`config.mk`:
```
export PLATFORM = sky130hd
export DESIGN_NAME = rsa_decoder
export DESIGN_NICKNAME = d
export VERILOG_FILES = /design/src/rtl/rsa_pkg.sv /design/src/rtl/rsa_decoder_mod_mult.sv /design/src/rtl/rsa_decoder.sv
export SDC_FILE = /design/constraint.sdc
export NUM_CORES = 1
export LEC_CHECK = 0
export ABC_CLOCK_PERIOD_IN_PS = 7860
export BUFFER_PORTS_ARGS = -buffer_cell sky130_fd_sc_hd__buf_2
export CORE_UTILIZATION = 62
export CTS_CLUSTER_SIZE = 30
export DETAILED_ROUTE_END_ITERATION = 16
export GPL_TIMING_DRIVEN = 1
export PLACE_DENSITY = 0.89
export RECOVER_POWER = 50
export REMOVE_ABC_BUFFERS = 1
export SLEW_MARGIN = 30
export SYNTH_ARGS = -nofsm -noshare
export SYNTH_HDL_FRONTEND = slang
export SYNTH_SLANG_ARGS = --single-unit
```
`constraint.sdc`:
```
create_clock -name clk_i -period 7.86 [get_ports clk_i]
set_input_delay 0.393 -clock clk_i [delete_from_list [all_inputs] [get_ports clk_i]]
set_output_delay 0.393 -clock clk_i [all_outputs]
set_load 0.005 [all_outputs]
```
`src/rtl/rsa_pkg.sv`:
```
// Shared RSA constants: operand width, default keys, command codes and FSM states.
// Used by both the encoder and the decoder so one bench can drive them back to back.
package rsa_pkg;

  localparam int unsigned RsaW = 13;

  // e=17, d=2753, n=3233 form a matching key pair.
  localparam int unsigned RsaEDefault = 17;
  localparam int unsigned RsaDDefault = 2753;
  localparam int unsigned RsaNDefault = 3233;

  localparam logic [2:0] CMD_NONE     = 3'd0;
  localparam logic [2:0] CMD_DATA     = 3'd1;
  localparam logic [2:0] CMD_LOAD_EXP = 3'd2;
  localparam logic [2:0] CMD_LOAD_MOD = 3'd3;

  typedef enum logic [2:0] {
    StIdle,
    StReduce,
    StSquare,
    StMult,
    StFinish
  } rsa_state_e;

endpackage

```
`src/rtl/rsa_decoder_mod_mult.sv`:
```
// Bit-serial modular multiplier: p = a*b mod n, one bit of a per cycle, MSB first.
// Requires b < n and n >= 2; a is unrestricted.
module mod_mult #(
  parameter int unsigned W = 13
) (
  input  logic         clk_i,
  input  logic         reset_i,
  input  logic         start_i,
  input  logic [W-1:0] a_i,
  input  logic [W-1:0] b_i,
  input  logic [W-1:0] n_i,
  output logic [W-1:0] p_o,
  output logic         done_mm_o
);

  localparam int unsigned JW = $clog2(W);

  logic [W-1:0]  a_q, b_q, n_q, p_q;
  logic [JW-1:0] j_q;
  logic          run_q;
  logic [W:0]    p_dbl, p_red, p_add, p_step;

  // One extra bit is enough: every intermediate stays below 2n.
  always_comb begin
    p_dbl  = {p_q, 1'b0};
    p_red  = (p_dbl >= {1'b0, n_q}) ? p_dbl - {1'b0, n_q} : p_dbl;
    p_add  = a_q[j_q] ? p_red + {1'b0, b_q} : p_red;
    p_step = (p_add >= {1'b0, n_q}) ? p_add - {1'b0, n_q} : p_add;
  end

  always_ff @(posedge clk_i) begin
    if (reset_i) begin
      a_q   <= '0;
      b_q   <= '0;
      n_q   <= '0;
      p_q   <= '0;
      j_q   <= '0;
      run_q <= 1'b0;
    end else if (start_i) begin
      a_q   <= a_i;
      b_q   <= b_i;
      n_q   <= n_i;
      p_q   <= '0;
      j_q   <= JW'(W - 1);
      run_q <= 1'b1;
    end else if (run_q) begin
      p_q <= p_step[W-1:0];
      if (j_q == '0) begin
        run_q <= 1'b0;
      end else begin
        j_q <= j_q - 1'b1;
      end
    end
  end

  // The result is the final step value, valid in the cycle done_mm_o is high.
  assign p_o       = p_step[W-1:0];
  assign done_mm_o = run_q && (j_q == '0);

endmodule

```
`src/rtl/rsa_decoder.sv`:
```
// RSA decryptor: c^d mod n by left-to-right square-and-multiply over mod_mult.
// Holds the key registers, the command edge detector, the bit counter and the FSM.
module rsa_decoder
  import rsa_pkg::*;
#(
  parameter int unsigned W         = RsaW,
  parameter int unsigned D_DEFAULT = RsaDDefault,
  parameter int unsigned N_DEFAULT = RsaNDefault
) (
  input  logic         clk_i,
  input  logic         reset_i,
  input  logic [W-1:0] data_i,
  input  logic [2:0]   input_data_type_i,
  output logic [15:0]  output_data_o,
  output logic         done_o,
  output logic         busy_o
);

  localparam int unsigned IW = $clog2(W);

  rsa_state_e    state_q, state_d;
  logic [2:0]    prev_cmd_q;
  logic [W-1:0]  d_q, d_d;
  logic [W-1:0]  n_q, n_d;
  logic [W-1:0]  c_q, c_d;
  logic [W-1:0]  rc_q, rc_d;
  logic [W-1:0]  acc_q, acc_d;
  logic [IW-1:0] i_q, i_d;
  logic [15:0]   out_q, out_d;
  logic          done_q, done_d;
  logic          busy_q, busy_d;
  logic          mm_start_q, mm_start_d;
  logic          mm_wait_q, mm_wait_d;

  logic          cmd_new;
  logic [W-1:0]  mm_a, mm_b, mm_p;
  logic          mm_done;

  mod_mult #(
    .W(W)
  ) u_mod_mult (
    .clk_i    (clk_i),
    .reset_i  (reset_i),
    .start_i  (mm_start_q),
    .a_i      (mm_a),
    .b_i      (mm_b),
    .n_i      (n_q),
    .p_o      (mm_p),
    .done_mm_o(mm_done)
  );

  // A held code acts once: only a change to a nonzero value counts.
  assign cmd_new = (input_data_type_i != CMD_NONE) && (input_data_type_i != prev_cmd_q);

  always_comb begin
    state_d    = state_q;
    d_d        = d_q;
    n_d        = n_q;
    c_d        = c_q;
    rc_d       = rc_q;
    acc_d      = acc_q;
    i_d        = i_q;
    out_d      = out_q;
    done_d     = done_q;
    busy_d     = busy_q;
    mm_start_d = 1'b0;
    mm_wait_d  = mm_wait_q;
    mm_a       = acc_q;
    mm_b       = acc_q;

    unique case (state_q)
      StIdle: begin
        if (cmd_new) begin
          case (input_data_type_i)
            CMD_DATA: begin
              c_d     = data_i;
              done_d  = 1'b0;
              state_d = StReduce;
            end
            CMD_LOAD_EXP: d_d = data_i;
            CMD_LOAD_MOD: begin
              if (data_i >= W'(2)) begin
                n_d = data_i;
              end
            end
            default: ;
          endcase
        end
      end

      StReduce, StSquare, StMult: begin
        busy_d = 1'b1;
        if (state_q == StReduce) begin
          mm_a = c_q;
          mm_b = W'(1);
        end else if (state_q == StMult) begin
          mm_b = rc_q;
        end
        // First cycle of each state issues the multiply; then wait for it.
        if (!mm_wait_q) begin
          mm_start_d = 1'b1;
          mm_wait_d  = 1'b1;
        end else if (mm_done) begin
          mm_wait_d = 1'b0;
          if (state_q == StReduce) begin
            rc_d    = mm_p;
            acc_d   = W'(1);
            i_d     = IW'(W - 1);
            state_d = StSquare;
          end else begin
            acc_d = mm_p;
            if (state_q == StSquare && d_q[i_q]) begin
              state_d = StMult;
            end else if (i_q == '0) begin
              state_d = StFinish;
            end else begin
              i_d     = i_q - 1'b1;
              state_d = StSquare;
            end
          end
        end
      end

      StFinish: begin
        out_d   = 16'(acc_q);
        done_d  = 1'b1;
        busy_d  = 1'b0;
        state_d = StIdle;
      end

      default: state_d = StIdle;
    endcase
  end

  always_ff @(posedge clk_i) begin
    if (reset_i) begin
      state_q    <= StIdle;
      prev_cmd_q <= CMD_NONE;
      d_q        <= W'(D_DEFAULT);
      n_q        <= W'(N_DEFAULT);
      c_q        <= '0;
      rc_q       <= '0;
      acc_q      <= '0;
      i_q        <= '0;
      out_q      <= '0;
      done_q     <= 1'b0;
      busy_q     <= 1'b0;
      mm_start_q <= 1'b0;
      mm_wait_q  <= 1'b0;
    end else begin
      state_q    <= state_d;
      prev_cmd_q <= input_data_type_i;
      d_q        <= d_d;
      n_q        <= n_d;
      c_q        <= c_d;
      rc_q       <= rc_d;
      acc_q      <= acc_d;
      i_q        <= i_d;
      out_q      <= out_d;
      done_q     <= done_d;
      busy_q     <= busy_d;
      mm_start_q <= mm_start_d;
      mm_wait_q  <= mm_wait_d;
    end
  end

  assign output_data_o = out_q;
  assign done_o        = done_q;
  assign busy_o        = busy_q;

endmodule
```
==> results of run 1 <==
per-layer routing:
metal,wire [µm],share of wire (%),global-route usage [%],vias up
li1,-,-,-,3330
met1,8400,41,40.2,3325
met2,9750,47,54.1,335
met3,1660,8.0,8.35,76
met4,803,3.9,14.8,0
met5,0,0,0,-
power groups by stage:
| stage | Clock, mW | Combinational [mW] | Sequential [mW] |
|---|---|---|---|
| floorplan | 0 | 0.508 | 0.800 |
| global placement | 0 | 0.643 | 0.802 |
| detailed placement | 0 | 0.657 | 0.803 |
| CTS | 0.845 | 0.666 | 0.786 |
| global route | 0.882 | 0.736 | 0.788 |
| finish | 0.843 | 0.682 | 0.787 |
logic make-up after synthesis:
logic type               after synthesis  share of synthesized area [%]
other                                  1                         0.0464
AND/OR/NAND/NOR                      312                           17.0
flip-flops                           149                           36.9
XOR/XNOR                              33                           3.58
AO/OA/AOI/OAI                        224                           17.8
multiplexers                          90                           12.7
adder cells (fa/ha/maj)               46                           7.41
buffers and inverters                 86                           4.54
placed cells by master (no fill, tap or decap), types with 4 or more instances in the layout:
master and count:
a211oi_1 7, nand2_1 107, o21a_1 6, and2_1 5, nor2b_1 9, xor2_1 8
mux2i_2 4, a21o_1 5, a311oi_1 25, nand3_1 22, mux4_2 7, or2_2 5
dfxtp_1 147, buf_4 5, inv_1 30, buf_2 26, o21ai_0 49, mux2_2 14
nor3_1 12, a21oi_1 78, nor2_1 116, nand2b_1 12, clkbuf_16 17, o21ai_1 12
a31oi_1 5, and3_1 4, ha_1 43, mux2i_1 64, clkbuf_1 9, xnor2_1 25
nor4_1 4
state kept, by name, indices dropped and copies added, names as in the netlist:
register          flops
i_q                   4
mm_wait_q             1
u_mod_mult.j_q        4
done_o                1
u_mod_mult.a_q       13
prev_cmd_q            3
d_q                  13
n_q                  13
acc_q                13
state_q               3
u_mod_mult.run_q      1
u_mod_mult.n_q       13
output_data_o        13
u_mod_mult.p_q       13
u_mod_mult.b_q       13
c_q                  13
mm_start_q            1
busy_o                1
rc_q                 13
worst max-delay path, delay by kind of cell (launching register included):
kind | cells | cell delay, ns
AND/OR/NAND/NOR | 2 | 0.56
flip-flops | 1 | 0.39
multiplexers | 2 | 0.68
XOR/XNOR | 1 | 0.14
buffers and inverters | 1 | 0.10
adder cells (fa/ha/maj) | 4 | 1.42
AO/OA/AOI/OAI | 14 | 3.36
worst min-delay path by stage:
stage                     slack [ns]          endpoint
after floorplan                 0.42        mm_start_q
after global placement          0.44        mm_start_q
after detailed placement        0.44  output_data_o[3]
after CTS                       0.20     prev_cmd_q[2]
after global routing            0.22     prev_cmd_q[2]
final                           0.21     prev_cmd_q[2]
layout make-up:
cell class	count	area [µm²]
timing repair buffer	38	194
tap	172	215
clock buffer	22	474
fill	939	3790
clock inverter	10	145
inverter	31	116
sequential	149	2990
multi-input combinational	708	4750
==> impl_metrics.toml, run 1 <==
[run_status]
outcome = "complete, but fails checks"
violations = "capacitance limit, slew limit"

[logic_synthesis]
synthArstFlopShare_pct = 0
syn_inst = 941
yosys_warnings = 0
yosysMostFrequentCell = "dfxtp_1"
postSynthAreaPerCell_um2 = 8.58
ys_seq_elements = 149
synth_area_leaders = "dfxtp_1 (37%), mux2i_1 (7.9%), ha_1 (6.7%)"
synth_top_cell_by_area = "dfxtp_1"
ys.flop_type = "dfxtp_1"
synth-edff-count = 0
synth.top_cell.area_share_pct = 36.9
ys_types = 67
syn_area_um2 = 8080
ys_seq_area_share_pct = 36.9
ys_top_cells_by_count = "dfxtp_1 (149), nor2_1 (118), nand2_1 (107), a21oi_1 (78), mux2i_1 (64)"

[placement]
placement.io_buffers = 32
dpl_cell_area_um2 = 8270
hpwlAfterDp_um = 14500
dp_slack_ns = 1.28
gp_congestion = 0.943
place_inst = 1098

[routing]
avgViaCountPerCell = 6.25
drt-total-wl_um = 20600
antenna_left = 0
vias = 7066
route.detailed.drc = 0
drt_iter0_drc = 637
wire_per_inst_um = 18.2
firstDrtPassIters = 5

[finish]
finalInstanceArea_um2 = 8880
drive_above_1_share_pct = 11.7
fin_util_pct = 70.1
antennaDiodeCount = 0
area_delta_synth_final_pct = 9.91
layout.nets = 1009
final_cells = 1130

[power_and_ir_drop]
clock_power_share_pct = 36.5
pwr-share-comb_pct = 29.5
p_sw_share_pct = 31.8
ir_drop_mv = 0.173
power.leakage_nw = 3.50
power_density_nw_per_um2 = 260
power.switching_uw = 735
pwr-share-seq_pct = 34.1
power_mw = 2.31
internal_power_mw = 1.58

[die]
die_width_um = 116
die_h_um = 116
fp.coreArea_um2 = 12700
placement_rows = 41
dieArea_um2 = 13500
start_util_pct = 63.7
ios = 36

[sta]
fin_setup_tns_ns = 0
slew_violations = 105
period_share_pct = 85.8
skew_ns = 0.00863
setup_slack_ns = 1.11
maxSlewHeadroom_pct = -82.9
max_freq_ghz = 0.148
setup_violations = 0
grt_setup_unrepaired = "no"
worstMarginPinSlew_ns = 2.74
fin_crit_ns = 6.75
finalHoldViolations = 0
hold_ws_ns = 0.210

[worst_setup_path]
crit_path_start_kind = "flop"
endpoint_kind = "flop"
r2r_cells = 24
cp_slowest_cell = "fa_1"
critical_path.endpoint = "rc_q[1]"
r2r-end = "rc_q[1]"
worstPathMaxFanout = 18
critical_path_class = "flop to flop"
rrSetupSlack_ns = 1.11
crit_start = "u_mod_mult.n_q[0]"
timing.rr.start = "u_mod_mult.n_q[0]"
required_ns = 8.19
crit_path_frequent_cell = "o21ai_0"
path_cells = "inv_1 -> fa_1 -> a21oi_1 -> o21ai_0 -> a211o_1 -> a31o_2 -> and2_1 -> ha_1 -> fa_1 -> a211oi_1 -> o21ai_0 -> a31oi_1 -> o21ai_0 -> xnor2_1 -> a21oi_1 -> ha_1 -> a21oi_2 -> o21ai_0 -> or3_1 -> a31o_1 -> a211oi_1 -> mux2_2 -> mux2_4 -> a21oi_1"
cp.arrival_ns = 7.08
worst_path_largest_cell_delay_ns = 0.45

[worst_hold_path]
min_from = "input_data_type_i[2]"
min_path_type = "input port to flop"
holdPathStages = 2

[cts]
cts-resized-gates = 0
htreeDepth = 4
tritoncts = "built"
path_clk_slew_ns = 0.06
clk_latency_ns = 0.42
cts.sinks = 149
cts_made_buffers = 17
cts_root_buffer = "clkbuf_16"
cts_buffer_depth = 2
cts_setup_buffers = 0
cts.hold.buffers_added = 0

[global_route]
grt_first_pass_wirelength_um = 33300
overflow = 0
grt_start_max_net_pins = 72
grt_pass1_vias = 6606
antenna_found_initial = 0
track_usage_pct = 32.7

[flow_run]
cap_violations = 2
Power figures use the tool's default switching activity.
==> run 2: changes to the inputs <==
--- a/config.mk
+++ b/config.mk
@@ -12,7 +12,6 @@
 export DETAILED_ROUTE_END_ITERATION = 16
 export GPL_TIMING_DRIVEN = 1
 export PLACE_DENSITY = 0.89
-export RECOVER_POWER = 50
 export REMOVE_ABC_BUFFERS = 1
 export SLEW_MARGIN = 30
 export SYNTH_ARGS = -nofsm -noshare
==> impl_metrics.toml, run 2 (synthesis gave the netlist of run 1 again) <==
[worst_hold_path]
min_from = "input_data_type_i[2]"
min_path_type = "input port to flop"

[finish]
final_cell_mix = "dfxtp_1 (147), nor2_1 (116), nand2_1 (107), a21oi_1 (78), mux2i_1 (64)"
drive_above_1_share_pct = 12.4
final_cells = 1130
layout.nets = 1009
antennaDiodeCount = 0
mostFrequentLayoutCell = "dfxtp_1"
area_delta_synth_final_pct = 10.1

[sta]
finalHoldViolations = 0
skew_ns = 0.00742
fin_setup_tns_ns = 0
fin_crit_ns = 6.72
period_share_pct = 85.5
worstMarginPinSlew_ns = 0.947
setup_violations = 0
max_freq_ghz = 0.149
maxSlewHeadroom_pct = 36.8
slew_violations = 0
grt_setup_unrepaired = "no"

[cts]
cts_setup_buffers = 0
path_clk_slew_ns = 0.06
clk_latency_ns = 0.42
tritoncts = "built"
cts.hold.buffers_added = 0
htreeDepth = 4
cts.sinks = 149
cts_buffer_depth = 2
cts_made_buffers = 17
cts_root_buffer = "clkbuf_16"
cts-resized-gates = 0

[routing]
antenna_left = 0
route.detailed.drc = 0
firstDrtPassIters = 5
avgViaCountPerCell = 6.23
vias = 7040
wire_per_inst_um = 18.2
drt-total-wl_um = 20600
drt_iter0_drc = 641

[global_route]
track_usage_pct = 32.7
antenna_found_initial = 0
grt_first_pass_wirelength_um = 33300
grt_pass1_vias = 6606
overflow = 0
grt_start_max_net_pins = 72

[power_and_ir_drop]
pwr-share-seq_pct = 34.0
p_sw_share_pct = 31.9
ir_drop_mv = 0.173
pwr-share-comb_pct = 29.5
power_mw = 2.31
power.switching_uw = 737
power.leakage_nw = 3.53
internal_power_mw = 1.58
power_density_nw_per_um2 = 260
clock_power_share_pct = 36.5

[worst_setup_path]
critical_path_class = "flop to flop"
required_ns = 8.20
crit_start = "u_mod_mult.n_q[0]"
timing.rr.start = "u_mod_mult.n_q[0]"
cp.arrival_ns = 7.06
endpoint_kind = "flop"
rrSetupSlack_ns = 1.14
crit_path_start_kind = "flop"
worstPathMaxFanout = 18

[die]
dieArea_um2 = 13500
die_width_um = 116
die_h_um = 116
start_util_pct = 63.7
ios = 36
placement_rows = 41
fp.coreArea_um2 = 12700

[placement]
placement.io_buffers = 32
place_inst = 1098
gp_congestion = 0.943
hpwlAfterDp_um = 14500

[flow_run]
cap_violations = 0

[run_status]
outcome = "complete, no violations"
## run 2: changes by cell type in the layout (fill, tap and decap cells not counted), sizes merged
cell / delta
buf: +7
clkbuf: -7
## run 2: final cells by class
cell class                 instances  area (µm²)
fill                             930        3780
clock inverter                    10         145
sequential                       149        2990
tap                              172         215
multi-input combinational        708        4750
timing repair buffer              38         208
clock buffer                      22         474
inverter                          31         116
## run 2: worst paths after layout
check,depth (start not counted),to
max,24,rc_q[1]
min,2,prev_cmd_q[2]
max reg2reg,24,rc_q[1]
min reg2reg,2,output_data_o[7]
## run 2: power groups by stage
stage | clock [mW] | sequential, mW | combinational (mW)
after floorplan | 0 | 0.800 | 0.508
after global placement | 0 | 0.802 | 0.643
after detailed placement | 0 | 0.803 | 0.657
after CTS | 0.845 | 0.786 | 0.666
after global routing | 0.882 | 0.788 | 0.736
final | 0.845 | 0.787 | 0.682
## run 2: routing by layer
| layer | part of all wire (%) | vias to the layer above | track usage, % |
|---|---|---|---|
| met2 | 47 | 310 | 54.1 |
| met5 | 0 | - | 0 |
| li1 | - | 3330 | - |
| met4 | 3.8 | 0 | 14.8 |
| met1 | 41 | 3330 | 40.2 |
| met3 | 8.0 | 70 | 8.35 |
## run 2: stage by stage
| step | util, % | area [µm²] | worst slack, ns | hold WS [ns] |
|---|---|---|---|---|
| floorplan | - | 7830 | 1.76 | 0.421 |
| global placement | 65.2 | 8260 | 1.53 | 0.438 |
| detailed placement | 65.2 | 8270 | 1.28 | 0.444 |
| CTS | 70.1 | 8880 | 1.21 | 0.204 |
| global route | 70.2 | 8890 | 0.746 | 0.217 |
| finish | 70.2 | 8890 | 1.14 | 0.207 |
## run 2: critical path, cell delays in order, from the launching register on
cell,delay [ns]
dfxtp_1,0.39
inv_1,0.10
fa_1,0.45
a21oi_1,0.24
o21ai_0,0.20
a211o_1,0.31
a31o_2,0.39
and2_1,0.24
ha_1,0.22
fa_1,0.43
a211oi_1,0.29
o21ai_0,0.16
a31oi_1,0.31
o21ai_0,0.17
xnor2_1,0.14
a21oi_1,0.21
ha_1,0.32
a21oi_2,0.20
o21ai_0,0.12
or3_1,0.32
a31o_1,0.26
a211oi_1,0.30
mux2_2,0.31
mux2_4,0.36
a21oi_1,0.20
